==> config.mk <==
export PLATFORM = sky130hd
export DESIGN_NAME = mem_access_unit_flat
export DESIGN_NICKNAME = d
export VERILOG_FILES = /design/src/rtl/mem_access_unit_if.sv /design/src/rtl/mem_access_unit.sv /design/src/flat_wrapper.sv
export SDC_FILE = /design/constraint.sdc
export NUM_CORES = 1
export LEC_CHECK = 0
export BUFFER_PORTS_ARGS = -buffer_cell sky130_fd_sc_hd__buf_4
export CORE_ASPECT_RATIO = 0.6
export CORE_MARGIN = 2
export CORE_UTILIZATION = 50
export CTS_BUF_LIST = sky130_fd_sc_hd__clkbuf_4 sky130_fd_sc_hd__clkbuf_8
export DETAILED_ROUTE_END_ITERATION = 10
export HOLD_SLACK_MARGIN = 0.05
export PLACE_DENSITY = 0.83
export SYNTH_ARGS = -nofsm -noshare
export SYNTH_HDL_FRONTEND = slang
export SYNTH_SLANG_ARGS = --single-unit
==> constraint.sdc <==
create_clock -name CLK -period 1.8 [get_ports CLK]
set_input_delay 0.18 -clock CLK [delete_from_list [all_inputs] [get_ports CLK]]
set_output_delay 0.18 -clock CLK [all_outputs]
set_load 0.005 [all_outputs]
==> src/rtl/mem_access_unit_if.sv <==
// rtl/mem_access_unit_if.sv - pipeline and data-memory signal bundle for mem_access_unit
//
// Purpose: groups the EX/MEM inputs, the MEM/WB load result, the pipeline stall
//          and the word-wide data-memory handshake into one bundle.
// Optional feature macro: MISALIGN_TRAP_EN (adds MISALIGNED).
// Signals:
//   IN_ADDRESS[ADDR_WIDTH]    byte address from EX/MEM
//   IN_WRITE_DATA[32]         store data from EX/MEM
//   IN_READ_WRITE[4]          memory op code from EX/MEM
//   BUSYWAIT                  stall request to PC and pipeline registers
//   OUT_LOAD_DATA[32]         extended load result
//   MEM_READ / MEM_WRITE      memory requests
//   MEM_ADDRESS[ADDR_WIDTH-2] word address
//   MEM_WRITEDATA[32]         lane-positioned store data
//   MEM_BYTE_EN[4]            write byte lanes
//   MEM_READDATA[32]          memory read word
//   MEM_BUSYWAIT              memory busy
//   MISALIGNED                misaligned-access flag (MISALIGN_TRAP_EN only)
// Modports: slave = the load/store unit, master = its environment.

interface mem_access_unit_if #(
   parameter int ADDR_WIDTH = 32
);
   logic [ADDR_WIDTH-1:0] IN_ADDRESS;
   logic [31:0]           IN_WRITE_DATA;
   logic [3:0]            IN_READ_WRITE;
   logic                  BUSYWAIT;
   logic [31:0]           OUT_LOAD_DATA;
   logic                  MEM_READ;
   logic                  MEM_WRITE;
   logic [ADDR_WIDTH-3:0] MEM_ADDRESS;
   logic [31:0]           MEM_WRITEDATA;
   logic [3:0]            MEM_BYTE_EN;
   logic [31:0]           MEM_READDATA;
   logic                  MEM_BUSYWAIT;
`ifdef MISALIGN_TRAP_EN
   logic                  MISALIGNED;
`endif

   modport slave (
      input  IN_ADDRESS,
      input  IN_WRITE_DATA,
      input  IN_READ_WRITE,
      input  MEM_READDATA,
      input  MEM_BUSYWAIT,
      output BUSYWAIT,
      output OUT_LOAD_DATA,
      output MEM_READ,
      output MEM_WRITE,
      output MEM_ADDRESS,
      output MEM_WRITEDATA,
      output MEM_BYTE_EN
`ifdef MISALIGN_TRAP_EN
      ,
      output MISALIGNED
`endif
   );

   modport master (
      output IN_ADDRESS,
      output IN_WRITE_DATA,
      output IN_READ_WRITE,
      output MEM_READDATA,
      output MEM_BUSYWAIT,
      input  BUSYWAIT,
      input  OUT_LOAD_DATA,
      input  MEM_READ,
      input  MEM_WRITE,
      input  MEM_ADDRESS,
      input  MEM_WRITEDATA,
      input  MEM_BYTE_EN
`ifdef MISALIGN_TRAP_EN
      ,
      input  MISALIGNED
`endif
   );
endinterface

==> src/rtl/mem_access_unit.sv <==
// rtl/mem_access_unit.sv - load/store unit for the RV32IM MEM stage
//
// Purpose: performs one byte/halfword/word access per EX/MEM op against a
//          word-wide data memory with a variable-latency handshake, stalls the
//          pipeline via BUSYWAIT for the whole access, and returns a sign- or
//          zero-extended load result.
// Optional feature macro: MISALIGN_TRAP_EN
//   defined   : misaligned half/word accesses issue no memory request, take a
//               single stall cycle and raise MISALIGNED during DONE.
//   undefined : offending low address bits are ignored.
// Ports:
//   CLK    pipeline clock, rising edge
//   RESET  synchronous, active-high
//   bus    mem_access_unit_if.slave (EX/MEM inputs, stall, load result,
//          data-memory request/response)

module mem_access_unit #(
   parameter int ADDR_WIDTH = 32
) (
   input  logic                CLK,
   input  logic                RESET,
   mem_access_unit_if.slave    bus
);

   typedef enum logic [1:0] {
      S_IDLE   = 2'd0,
      S_ACCESS = 2'd1,
      S_DONE   = 2'd2
   } state_t;

   localparam logic [1:0] SZ_BYTE = 2'd0;
   localparam logic [1:0] SZ_HALF = 2'd1;
   localparam logic [1:0] SZ_WORD = 2'd2;

   state_t r_state;
   state_t w_next_state;

   logic                  r_mem_read;
   logic                  r_mem_write;
   logic [ADDR_WIDTH-3:0] r_mem_address;
   logic [31:0]           r_mem_writedata;
   logic [3:0]            r_mem_byte_en;
   logic [31:0]           r_load_data;
   logic [2:0]            r_ld_f3;
   logic [1:0]            r_off;

   logic [2:0]  w_f3;
   logic        w_is_load;
   logic        w_is_store;
   logic        w_valid;
   logic [1:0]  w_size;
   logic        w_issue;
   logic [3:0]  w_byte_en;
   logic [31:0] w_wdata;
   logic [7:0]  w_ld_byte;
   logic [15:0] w_ld_half;
   logic [31:0] w_load_ext;
   logic        w_busywait;

`ifdef MISALIGN_TRAP_EN
   logic        r_misaligned;
   logic        w_misaligned;
   logic        w_trap;
`endif

   assign w_f3 = bus.IN_READ_WRITE[2:0];

   // Op decode; any code outside the legal load/store set is idle.
   always_comb begin
      w_is_load  = 1'b0;
      w_is_store = 1'b0;
      w_size     = SZ_BYTE;
      if (bus.IN_READ_WRITE[3]) begin
         case (w_f3)
            3'b000, 3'b100: begin w_is_load = 1'b1; w_size = SZ_BYTE; end
            3'b001, 3'b101: begin w_is_load = 1'b1; w_size = SZ_HALF; end
            3'b010:         begin w_is_load = 1'b1; w_size = SZ_WORD; end
            default: ;
         endcase
      end else begin
         case (w_f3)
            3'b001: begin w_is_store = 1'b1; w_size = SZ_BYTE; end
            3'b010: begin w_is_store = 1'b1; w_size = SZ_HALF; end
            3'b011: begin w_is_store = 1'b1; w_size = SZ_WORD; end
            default: ;
         endcase
      end
   end

   assign w_valid = w_is_load | w_is_store;

`ifdef MISALIGN_TRAP_EN
   assign w_misaligned = ((w_size == SZ_HALF) && bus.IN_ADDRESS[0]) ||
                         ((w_size == SZ_WORD) && (bus.IN_ADDRESS[1:0] != 2'b00));
   assign w_trap  = w_valid & w_misaligned;
   assign w_issue = w_valid & ~w_misaligned;
`else
   assign w_issue = w_valid;
`endif

   // Store lane steering: data is replicated across lanes so the byte
   // enables alone pick the destination bytes.
   always_comb begin
      w_byte_en = 4'b0000;
      w_wdata   = 32'h0;
      if (w_is_store) begin
         case (w_size)
            SZ_BYTE: begin
               w_byte_en = 4'b0001 << bus.IN_ADDRESS[1:0];
               w_wdata   = {4{bus.IN_WRITE_DATA[7:0]}};
            end
            SZ_HALF: begin
               w_byte_en = bus.IN_ADDRESS[1] ? 4'b1100 : 4'b0011;
               w_wdata   = {2{bus.IN_WRITE_DATA[15:0]}};
            end
            default: begin
               w_byte_en = 4'b1111;
               w_wdata   = bus.IN_WRITE_DATA;
            end
         endcase
      end
   end

   // Load extraction uses the offset and funct3 captured at issue.
   always_comb begin
      w_ld_byte  = 8'h0;
      w_ld_half  = 16'h0;
      w_load_ext = 32'h0;
      case (r_off)
         2'd0:    w_ld_byte = bus.MEM_READDATA[7:0];
         2'd1:    w_ld_byte = bus.MEM_READDATA[15:8];
         2'd2:    w_ld_byte = bus.MEM_READDATA[23:16];
         default: w_ld_byte = bus.MEM_READDATA[31:24];
      endcase
      w_ld_half = r_off[1] ? bus.MEM_READDATA[31:16] : bus.MEM_READDATA[15:0];
      case (r_ld_f3[1:0])
         2'b00:   w_load_ext = r_ld_f3[2] ? {24'h0, w_ld_byte}
                                          : {{24{w_ld_byte[7]}}, w_ld_byte};
         2'b01:   w_load_ext = r_ld_f3[2] ? {16'h0, w_ld_half}
                                          : {{16{w_ld_half[15]}}, w_ld_half};
         default: w_load_ext = bus.MEM_READDATA;
      endcase
   end

   // FSM: state register
   always_ff @(posedge CLK) begin
      if (RESET) begin
         r_state <= S_IDLE;
      end else begin
         r_state <= w_next_state;
      end
   end

   // FSM: next state. DONE always returns to IDLE so identical back-to-back
   // ops are still seen as new accesses.
   always_comb begin
      w_next_state = r_state;
      case (r_state)
         S_IDLE: begin
`ifdef MISALIGN_TRAP_EN
            if (w_trap) begin
               w_next_state = S_DONE;
            end else if (w_issue) begin
               w_next_state = S_ACCESS;
            end
`else
            if (w_issue) begin
               w_next_state = S_ACCESS;
            end
`endif
         end
         S_ACCESS: begin
            if (!bus.MEM_BUSYWAIT) begin
               w_next_state = S_DONE;
            end
         end
         S_DONE:  w_next_state = S_IDLE;
         default: w_next_state = S_IDLE;
      endcase
   end

   // FSM: outputs. The stall is raised combinationally in IDLE so the
   // pipeline holds from the very cycle the op appears; DONE releases it.
   always_comb begin
      w_busywait = 1'b0;
      if (!RESET) begin
         case (r_state)
            S_IDLE:   w_busywait = w_valid;
            S_ACCESS: w_busywait = 1'b1;
            default:  w_busywait = 1'b0;
         endcase
      end
   end

   // Memory-side registers and the load result.
   always_ff @(posedge CLK) begin
      if (RESET) begin
         r_mem_read      <= 1'b0;
         r_mem_write     <= 1'b0;
         r_mem_address   <= '0;
         r_mem_writedata <= 32'h0;
         r_mem_byte_en   <= 4'b0000;
         r_load_data     <= 32'h0;
         r_ld_f3         <= 3'b000;
         r_off           <= 2'b00;
`ifdef MISALIGN_TRAP_EN
         r_misaligned    <= 1'b0;
`endif
      end else begin
         case (r_state)
            S_IDLE: begin
               if (w_issue) begin
                  r_mem_read      <= w_is_load;
                  r_mem_write     <= w_is_store;
                  r_mem_address   <= bus.IN_ADDRESS[ADDR_WIDTH-1:2];
                  r_mem_writedata <= w_wdata;
                  r_mem_byte_en   <= w_byte_en;
                  r_ld_f3         <= w_f3;
                  r_off           <= bus.IN_ADDRESS[1:0];
               end
`ifdef MISALIGN_TRAP_EN
               if (w_trap) begin
                  r_misaligned <= 1'b1;
                  if (w_is_load) begin
                     r_load_data <= 32'h0;
                  end
               end
`endif
            end
            S_ACCESS: begin
               if (!bus.MEM_BUSYWAIT) begin
                  r_mem_read  <= 1'b0;
                  r_mem_write <= 1'b0;
                  if (r_mem_read) begin
                     r_load_data <= w_load_ext;
                  end
               end
            end
            S_DONE: begin
`ifdef MISALIGN_TRAP_EN
               r_misaligned <= 1'b0;
`endif
            end
            default: ;
         endcase
      end
   end

   assign bus.BUSYWAIT      = w_busywait;
   assign bus.OUT_LOAD_DATA = r_load_data;
   assign bus.MEM_READ      = r_mem_read;
   assign bus.MEM_WRITE     = r_mem_write;
   assign bus.MEM_ADDRESS   = r_mem_address;
   assign bus.MEM_WRITEDATA = r_mem_writedata;
   assign bus.MEM_BYTE_EN   = r_mem_byte_en;
`ifdef MISALIGN_TRAP_EN
   assign bus.MISALIGNED    = r_misaligned;
`endif

endmodule
==> src/flat_wrapper.sv <==
// flat-port wrapper written by rule: the top's interface ports become plain ports
module mem_access_unit_flat 
#(
   parameter int ADDR_WIDTH = 32
)
  (CLK, RESET, bus_IN_ADDRESS, bus_IN_WRITE_DATA, bus_IN_READ_WRITE, bus_MEM_READDATA, bus_MEM_BUSYWAIT, bus_BUSYWAIT, bus_OUT_LOAD_DATA, bus_MEM_READ, bus_MEM_WRITE, bus_MEM_ADDRESS, bus_MEM_WRITEDATA, bus_MEM_BYTE_EN);
  mem_access_unit_if #(.ADDR_WIDTH(ADDR_WIDTH)) bus_i ();
  input  logic CLK;
  input  logic RESET;
  input wire logic [$bits(bus_i.IN_ADDRESS)-1:0] bus_IN_ADDRESS;
  input wire logic [$bits(bus_i.IN_WRITE_DATA)-1:0] bus_IN_WRITE_DATA;
  input wire logic [$bits(bus_i.IN_READ_WRITE)-1:0] bus_IN_READ_WRITE;
  input wire logic [$bits(bus_i.MEM_READDATA)-1:0] bus_MEM_READDATA;
  input wire logic [$bits(bus_i.MEM_BUSYWAIT)-1:0] bus_MEM_BUSYWAIT;
  output wire logic [$bits(bus_i.BUSYWAIT)-1:0] bus_BUSYWAIT;
  output wire logic [$bits(bus_i.OUT_LOAD_DATA)-1:0] bus_OUT_LOAD_DATA;
  output wire logic [$bits(bus_i.MEM_READ)-1:0] bus_MEM_READ;
  output wire logic [$bits(bus_i.MEM_WRITE)-1:0] bus_MEM_WRITE;
  output wire logic [$bits(bus_i.MEM_ADDRESS)-1:0] bus_MEM_ADDRESS;
  output wire logic [$bits(bus_i.MEM_WRITEDATA)-1:0] bus_MEM_WRITEDATA;
  output wire logic [$bits(bus_i.MEM_BYTE_EN)-1:0] bus_MEM_BYTE_EN;
  assign bus_i.IN_ADDRESS = bus_IN_ADDRESS;
  assign bus_i.IN_WRITE_DATA = bus_IN_WRITE_DATA;
  assign bus_i.IN_READ_WRITE = bus_IN_READ_WRITE;
  assign bus_i.MEM_READDATA = bus_MEM_READDATA;
  assign bus_i.MEM_BUSYWAIT = bus_MEM_BUSYWAIT;
  assign bus_BUSYWAIT = bus_i.BUSYWAIT;
  assign bus_OUT_LOAD_DATA = bus_i.OUT_LOAD_DATA;
  assign bus_MEM_READ = bus_i.MEM_READ;
  assign bus_MEM_WRITE = bus_i.MEM_WRITE;
  assign bus_MEM_ADDRESS = bus_i.MEM_ADDRESS;
  assign bus_MEM_WRITEDATA = bus_i.MEM_WRITEDATA;
  assign bus_MEM_BYTE_EN = bus_i.MEM_BYTE_EN;
  mem_access_unit #(.ADDR_WIDTH(ADDR_WIDTH)) u_core (.CLK(CLK), .RESET(RESET), .bus(bus_i));
endmodule
==> results.yml <==
run_status:
  status: "finished clean"
detailed_routing:
  drtAntennaViolNets: 0
  drt-wirelength-per-cell_um: 17.6
  vias_per_cell: 5.59
  dr.first_iter.drc_count: 353
  wirelength_um: 15600
  vias: 4968
  dr.pass1.iters: 5
  drc: 0
pwr:
  p_leak_nw: 2.98
  powerDensity_mw_per_mm2: 727
  vdd_drop_max_uv: 496
final_layout:
  num-nets-final: 856
  antennaDiodeCount: 0
  final_cell_mix: "buf_4 (220), dfxtp_1 (106), nand2_1 (94)"
  final_common_cell: "buf_4"
  drive_gt1_share_pct: 34.0
  fill_cells: 635
  area_growth_pct: 42.2
  fin_area_mm2: 0.00690
die:
  die_x_um: 131
  rows: 27
  ios: 204
  initial_core_util_pct: 52.2
  core-area_mm2: 0.00929
  die_h_um: 80.3
  die_area_mm2: 0.0105
critical_path:
  worst_ep_arrival_time_ns: 1.58
  reg2reg_depth: 4
  worst_ep_required_time_ns: 1.62
  critPathCaptureType: "output pin"
  cp_max_fo: 27
  start_kind: "input pin"
  path_class: "input pin to output pin"
timing:
  setup_ws_ns: 0.0387
  slew_headroom_pct: 58.4
  worst-slew-pin-transition_ns: 0.620
  period_share_pct: 97.8
  period_needed_ns: 1.76
  fmax_mhz: 568
  fin_tns_setup_ns: 0
  grt_setup_unrepaired: "no"
  skew_ns: 0.0102
  holdWs_ns: 0.0671
  setup_violations: 0
  drv_slew: 0
  hold_viol_final: 0
logic_synthesis:
  syn_inst: 541
  syn_nets: 644
  synth_warnings: 0
  seq_area_frac_synth_pct: 44.2
  synthArstFlopShare_pct: 0
  ys_ff_latch: 107
  synth_cell_types: 51
  synthFlopType: "dfxtp_1"
  netlist_area_mm2: 0.00485
  synth-edff-count: 0
  syn_avg_cell_area_um2: 8.96
clocking:
  cts.sinks: 107
  clk_pin_slew_worst_paths_ns: 0.10
  clock_path_buffers: 2
  cts_root_buf: "clkbuf_8"
  htreeDepth: 3
  cts_tree: "done"
  cts_made_buffers: 9
  postCtsSetupBuffers: 0
  clk_latency_ns: 0.36
grt:
  grtUsageTotal_pct: 29.6
  grt_remaining_overflow: 0
  grt_pass1_vias: 4923
  grt_pass1_wl_um: 24800
  antenna_found_initial: 0
  grt_max_degree: 53
placement:
  dpl_cell_area_mm2: 0.00646
  io_buffers: 203
  hpwl_um: 11300
  post-place-ws_ns: 0.0533
  routabilityCongestion: 0.928
flow_run:
  maxCapViolations: 0
min_path:
  hold_class: "input pin to flip-flop"
  min_delay_path_depth: 3
cell type report:
class                           count  area (um2)  share of cell area, %
Clock inverter                      4        33.8                  0.490
Inverter                            8        33.8                  0.490
Clock buffer                       12         153                   2.21
Timing Repair Buffer              247        1950                   28.3
Sequential cell                   107        2140                   31.1
Tap cell                          130         163                   2.36
Multi-Input combinational cell    380        2420                   35.1
kinds of logic after synthesis:
kind of cell | share of synthesized area, %
mux | 10.6
compound gates | 22.8
xor+xnor | 0.181
buf+inv | 5.99
simple gates | 16.3
flops | 44.2
synth_stat cells, types with 3 or more instances:
cell / instances / area share, %
a211oi_1: 24 / 3.7
o21ai_0: 18 / 1.9
a22o_1: 9 / 1.6
nand2_1: 94 / 7.3
o2bb2ai_1: 28 / 5.1
a32o_1: 6 / 1.2
buf_6: 3 / 0.70
mux2i_1: 42 / 8.7
buf_4: 7 / 1.1
clkbuf_1: 21 / 1.6
nand2b_1: 5 / 0.64
o31ai_1: 3 / 0.46
o221ai_1: 9 / 1.6
inv_1: 6 / 0.46
buf_2: 13 / 1.3
a21boi_0: 10 / 1.5
nor2_1: 55 / 4.3
a21oi_1: 12 / 1.2
a311oi_1: 6 / 1.1
mux2_2: 7 / 1.6
dfxtp_1: 107 / 44
nor3_1: 17 / 1.8
nor2b_1: 4 / 0.52
routing by layer:
layer | track usage, % | vias to the layer above | wire length, um
li1 | - | 2375 | -
met1 | 38.8 | 2315 | 6810
met2 | 47.5 | 255 | 7020
met3 | 9.53 | 23 | 1620
met4 | 7.83 | 0 | 199
met5 | 0 | - | 0
state kept, by name, indices dropped and copies added, names as in the netlist, 2 cells and up:
| register | count |
|---|---|
| u_core.bus.MEM_WRITEDATA | 32 |
| u_core.bus.MEM_ADDRESS | 30 |
| u_core.bus.OUT_LOAD_DATA | 32 |
| u_core.r_off | 2 |
| u_core.r_ld_f3 | 3 |
| u_core.bus.MEM_BYTE_EN | 4 |
| u_core.r_state | 2 |
worst paths after layout:
check | startpoint | to | slack, ns
min reg2reg | u_core.bus.MEM_ADDRESS[26]$_SDFFE_PP0P_ | u_core.bus.MEM_ADDRESS[26]$_SDFFE_PP0P_ | 0.46
min | bus_IN_WRITE_DATA[25] | u_core.bus.MEM_WRITEDATA[25]$_SDFFE_PP0P_ | 0.07
max | RESET | bus_BUSYWAIT | 0.04
max reg2reg | u_core.r_state[0]$_SDFFE_PP0P_ | u_core.bus.OUT_LOAD_DATA[11]$_SDFFE_PP0P_ | 0.13
worst max-delay path, cell delays in order:
cell and delay [ns]:
dlygate4sd3_1 0.55, buf_4 0.17, buf_4 0.23, nor3_1 0.29, buf_4 0.17
where the power goes:
group	switching, W	leakage, nW	internal [W]	total, W
logic	0.000496	2.02	0.000533	0.00103
clock network	0.000833	0.0944	0.000587	0.00142
registers	0.0000816	0.871	0.00248	0.00257
repair_timing:
action,CTS,global route
gates resized for setup,0,2
hold buffers,23,1
setup endpoints to repair,0,19
hold endpoints to repair,23,1
through the flow:
step / util (%) / power (W) / instances
global placement: 69.6 / 0.00355 / 848
floorplan: - / 0.00309 / 541
CTS: 74.1 / 0.00501 / 887
finish: 74.2 / 0.00502 / 888
detailed placement: 69.6 / 0.00358 / 848
global route: 74.2 / 0.00522 / 888
Power figures use the tool's default switching activity.
